===== config.mk =====
export PLATFORM = sky130hd
export DESIGN_NAME = fxp_sat_accumulator
export DESIGN_NICKNAME = d
export VERILOG_FILES = /design/src/rtl/fxp_sat_accumulator.sv
export SDC_FILE = /design/constraint.sdc
export NUM_CORES = 1
export LEC_CHECK = 0
export BUFFER_PORTS_ARGS = -buffer_cell sky130_fd_sc_hd__buf_4
export CAP_MARGIN = 20
export CORE_MARGIN = 2
export CORE_UTILIZATION = 55
export DETAILED_ROUTE_END_ITERATION = 12
export PLACE_DENSITY = 0.8
export SLEW_MARGIN = 20
export SYNTH_ARGS = -nofsm -noshare
export SYNTH_HDL_FRONTEND = slang
export SYNTH_SLANG_ARGS = --single-unit

===== constraint.sdc =====
create_clock -name clk -period 11.4 [get_ports clk]
set_input_delay 0.57 -clock clk [delete_from_list [all_inputs] [get_ports clk]]
set_output_delay 0.57 -clock clk [all_outputs]
set_load 0.05 [all_outputs]

===== src/rtl/fxp_sat_accumulator.sv =====
// Saturating fixed-point accumulate stage: folds a stream of two's-complement terms
// into a running sum through a carry-select adder and returns the result over valid/ready.

module carry_select_adder #(
    parameter int N = 16
) (
    input  logic [N-1:0] a,
    input  logic [N-1:0] b,
    input  logic         cin,
    output logic [N-1:0] sum,
    output logic         overflow_flag,
    output logic         negative
);
    localparam int NB = N / 2;

    logic [NB:0] carry;
    logic        msb_carry_in;

    assign carry[0] = cin;

    // Each 2-bit block precomputes both carry-in cases; the incoming carry picks one.
    generate
        for (genvar gi = 0; gi < NB; gi++) begin : g_blk
            logic [2:0] res_c0;
            logic [2:0] res_c1;

            assign res_c0 = {1'b0, a[2*gi+1:2*gi]} + {1'b0, b[2*gi+1:2*gi]};
            assign res_c1 = {1'b0, a[2*gi+1:2*gi]} + {1'b0, b[2*gi+1:2*gi]} + 3'd1;

            assign sum[2*gi+1:2*gi] = carry[gi] ? res_c1[1:0] : res_c0[1:0];
            assign carry[gi+1]      = carry[gi] ? res_c1[2]   : res_c0[2];
        end
    endgenerate

    // Overflow when the carry into the sign bit differs from the carry out of it.
    assign msb_carry_in  = a[N-1] ^ b[N-1] ^ sum[N-1];
    assign overflow_flag = msb_carry_in ^ carry[NB];
    // Sign of the exact (unbounded) result, which tells which rail to clamp to.
    assign negative      = sum[N-1] ^ overflow_flag;
endmodule

module fxp_sat_accumulator #(
    parameter int N     = 16,
    parameter int CNT_W = 8
) (
    input  logic             clk,
    input  logic             rst_n,
    input  logic             start,
    input  logic [CNT_W-1:0] len,
    input  logic [N-1:0]     init,
    input  logic             sub,
    input  logic [N-1:0]     in_data,
    input  logic             in_valid,
    output logic             in_ready,
    output logic [N-1:0]     out_data,
    output logic             out_valid,
    input  logic             out_ready,
    output logic             sat_flag,
    output logic             busy
);
    typedef enum logic [1:0] {
        IDLE  = 2'd0,
        ACCUM = 2'd1,
        DONE  = 2'd2
    } state_t;

    localparam logic [N-1:0] MOST_NEG = {1'b1, {(N-1){1'b0}}};
    localparam logic [N-1:0] MOST_POS = {1'b0, {(N-1){1'b1}}};

    state_t           state_reg, state_next;
    logic [N-1:0]     acc_reg, acc_next;
    logic [CNT_W-1:0] count_reg, count_next;
    logic             sub_reg, sub_next;
    logic             sat_reg, sat_next;
    logic [N-1:0]     out_data_reg, out_data_next;

    logic [N-1:0]     add_b;
    logic [N-1:0]     add_sum;
    logic             add_ovf;
    logic             add_neg;
    logic [N-1:0]     sat_value;
    logic             transfer;

    // Subtraction as acc + ~term + 1, so the adder flags stay exact for every operand.
    assign add_b = sub_reg ? ~in_data : in_data;

    carry_select_adder #(
        .N (N)
    ) u_adder (
        .a             (acc_reg),
        .b             (add_b),
        .cin           (sub_reg),
        .sum           (add_sum),
        .overflow_flag (add_ovf),
        .negative      (add_neg)
    );

    assign sat_value = !add_ovf ? add_sum : (add_neg ? MOST_NEG : MOST_POS);
    assign transfer  = (state_reg == ACCUM) && in_valid;

    always_ff @(posedge clk or negedge rst_n) begin
        if (!rst_n) begin
            state_reg    <= IDLE;
            acc_reg      <= '0;
            count_reg    <= '0;
            sub_reg      <= 1'b0;
            sat_reg      <= 1'b0;
            out_data_reg <= '0;
        end else begin
            state_reg    <= state_next;
            acc_reg      <= acc_next;
            count_reg    <= count_next;
            sub_reg      <= sub_next;
            sat_reg      <= sat_next;
            out_data_reg <= out_data_next;
        end
    end

    always_comb begin
        state_next    = state_reg;
        acc_next      = acc_reg;
        count_next    = count_reg;
        sub_next      = sub_reg;
        sat_next      = sat_reg;
        out_data_next = out_data_reg;

        case (state_reg)
            IDLE: begin
                if (start) begin
                    acc_next   = init;
                    count_next = len;
                    sub_next   = sub;
                    sat_next   = 1'b0;
                    if (len == '0) begin
                        state_next    = DONE;
                        out_data_next = init;
                    end else begin
                        state_next = ACCUM;
                    end
                end
            end
            ACCUM: begin
                if (transfer) begin
                    acc_next   = sat_value;
                    count_next = count_reg - 1'b1;
                    sat_next   = sat_reg | add_ovf;
                    if (count_reg == {{(CNT_W-1){1'b0}}, 1'b1}) begin
                        state_next    = DONE;
                        out_data_next = sat_value;
                    end
                end
            end
            DONE: begin
                if (out_ready) begin
                    state_next = IDLE;
                end
            end
            default: begin
                state_next = IDLE;
            end
        endcase
    end

    assign in_ready  = (state_reg == ACCUM);
    assign out_valid = (state_reg == DONE);
    assign busy      = (state_reg == ACCUM) || (state_reg == DONE);
    assign out_data  = out_data_reg;
    assign sat_flag  = sat_reg;
endmodule


==> results by group <==
Status
  – Outcome: complete, no violations

Setup path
  – Crit Path Category: reg2reg
  – Crit path capture type: register
  – Max Fanout on Critical Path: 23
  – Startpoint Class: register
  – WP data arrival: roughly 5.4 ns
  – CP Data Required Time: 11.60 ns

Yosys
  – Synth warnings: 0
  – Synthesized flop and latch total: 44
  – Top cells by area, synth: dfrtp_1 29%, ha_1 7.3%, a32oi_1 7.2%
  – Post-Syn Nets: approximately 500
  – Synth area leader: dfrtp_1
  – Syn_area_per_cell: approximately 8.6 um^2
  – Synthesized area: about 3800 um^2
  – Post-synth EDFFs: 0
  – Gate Count Post-Synth: 438
  – Yosys top cell area share: 0.2917
  – Seq/Total Area, Yosys: 0.2917
  – Unique masters post-synth: 60
  – Synth async-reset ratio: 1.000
  – Synth Flop Type: dfrtp_1

Timing
  – Slew HR: 0.2949
  – Fin crit share: 0.4573
  – Final hold viol count: 0
  – Setup TNS: 0 ns
  – Max Fclk: 191.8 MHz
  – Clk_skew: roughly 0.0084 ns
  – Actual slew at the worst max-slew pin: ~1.1 ns
  – Final Max Tran Viols: 0
  – Worst Slack Setup Final: between 6 and 7 ns
  – Crit path time final: 5.213 ns
  – # setup viols final: 0
  – RSZ-0062 raised after global routing: no

Hold path
  – Hold WC Path Type: in2async

Global routing
  – Total GRT Usage: 0.2613
  – Global-route wire length before repair: approximately 16 mm
  – Initial antenna violation count: 0
  – Largest net degree at the start of global routing: between 40 and 50
  – Vias in the first global route: around 3500
  – Grt total ovfl: 0

Finish
  – ANT cells: 0
  – Layout overhead on the synthesized area: 17.27%
  – Filler instances: roughly 580
  – Layout cells sized above 1: 0.1943
  – Final net count: approximately 560

Clocking
  – Worst-case clock buffer depth: 2
  – CTS Sinks: between 40 and 50
  – Setup Buffers After CTS: 0
  – Clock slew at reported path FFs: 0.09 ns
  – Post-CTS Resized: 0
  – H-Tree Depth: 2
  – CTS tree: yes
  – Cts hold-fix bufs: 0
  – Clk_lat worst skew: 0.31 ns
  – CTS Buf Count: 5
  – Root Buffer: clkbuf_8

Placed design
  – Final HPWL from detailed placement: ~7 mm
  – Pre-CTS setup slack: roughly 6.2 ns
  – IO buf count: 65
  – Gpl congestion: ~0.85

Routing
  – Iter 0 DRT Violations: 268
  – Antenna-violating nets left: 0
  – Drt wl/cell: around 17 um
  – Routed wire length: between 9 and 10 mm
  – DR DRC count: 0
  – Vias per cell: about 6.2
  – Drt pass-1 iters: 5
  – Via count: between 3000 and 4000

Die
  – Core area: 6719 um^2
  – Width of the die: between 80 and 90 um
  – I/O pin cnt: 66
  – Die area: between 7000 and 8000 um^2
  – Die Ht: ~87 um
  – Starting Density: 0.5618
  – Row Count: 30

Job
  – Maxcap violations: 0
-- per-stage QoR --
step                      area [um^2]  instances    util  hold slack (ns)
after floorplan                  3775        438       -           0.2744
after global placement           4305        561  0.6408           0.4777
after detailed placement         4305        561  0.6408           0.4868
after CTS                        4427        569  0.6588           0.2784
after global routing             4427        569  0.6588           0.3087
final                            4427        569  0.6588           0.2553
-- cell usage in the layout, fill, tap and decap left out, drive strengths merged, types with 3 or more instances in the layout --
cell	Yosys	final
clkbuf	20	6
o2111ai	5	5
buf	8	71
nand4	4	4
mux2	4	4
nor3	9	9
a32oi	31	31
nor2	60	60
o31ai	12	12
xnor2	11	11
or3	5	5
nor4	3	3
o22ai	3	3
inv	24	24
fa	8	8
dfrtp	44	44
ha	22	22
and3	3	3
nand2	18	18
o21ai	40	40
nand3	9	9
a21oi	12	12
mux2i	6	6
nand2b	14	14
and2	4	4
xor2	21	21
-- cells in the mapped netlist (all sizes together), types with 3 or more instances --
cell type,n
inv,24
dfrtp,44
xnor2,11
buf,8
a21oi,12
nor3,9
nand2,18
ha,22
o2111ai,5
a32oi,31
nand2b,14
nand4,4
o31ai,12
o22ai,3
or3,5
o21ai,40
clkbuf,20
nor4,3
nor2,60
nand3,9
and2,4
mux2i,6
and3,3
xor2,21
mux2,4
fa,8
-- path summary, 6_finish.rpt --
kind | start | slack, ns | depth (start not counted) | endpoint
worst max-delay path | sub_reg$_DFFE_PN0P_ | 6.19 | 13 | out_data[5]$_DFFE_PN0P_
worst min-delay path | rst_n | 0.26 | 1 | out_data[5]$_DFFE_PN0P_
worst max register to register | sub_reg$_DFFE_PN0P_ | 6.19 | 13 | out_data[5]$_DFFE_PN0P_
worst min register to register | out_data[1]$_DFFE_PN0P_ | 0.51 | 2 | out_data[1]$_DFFE_PN0P_
max in group asynchronous | rst_n | 10.75 | 1 | state_reg[1]$_DFFE_PN0P_
min in group clk | out_data[1]$_DFFE_PN0P_ | 0.51 | 2 | out_data[1]$_DFFE_PN0P_
-- cell families (layout without fill, tap and decap cells) --
family / after synthesis / after routing / share of synthesized area
flops: 44 / 44 / 0.2917
buf+inv: 52 / 103 / 0.05568
mux: 10 / 10 / 0.02784
xor+xnor: 33 / 33 / 0.08021
fa+ha+maj: 30 / 30 / 0.1153
compound gates: 126 / 126 / 0.2416
simple gates: 143 / 143 / 0.1876
-- per-layer routing --
metal,routed length (um),vias to the layer above,GRT usage
met1,4014,1676,0.3392
met4,146,0,0.06108
met5,0,-,0
li1,-,1703,-
met2,4747,124,0.4559
met3,565,16,0.04095
-- final cells by class --
class,instances,area [um^2],area share
sequential,44,1101,0.2487
tap,80,100.1,0.02261
clock inverter,2,38.79,0.008762
multi-input combinational,342,2481,0.5605
timing repair buffer,71,533.0,0.1204
clock buffer,6,82.58,0.01865
inverter,24,90.09,0.02035
-- critical path: stages (launching register included) --
cell	delay, ns
dfrtp_1	1.05
xor2_1	0.15
ha_1	0.24
fa_1	0.46
ha_1	0.25
a21boi_1	0.30
o2111ai_1	0.23
a2111o_1	0.53
o2111a_1	0.19
nor3_1	0.37
o2111ai_2	0.20
nor3_4	0.67
buf_4	0.36
o21ai_1	0.10
Power is not shown: default switching activity piles up to over one toggle a cycle in this logic, so the estimate is an artifact.
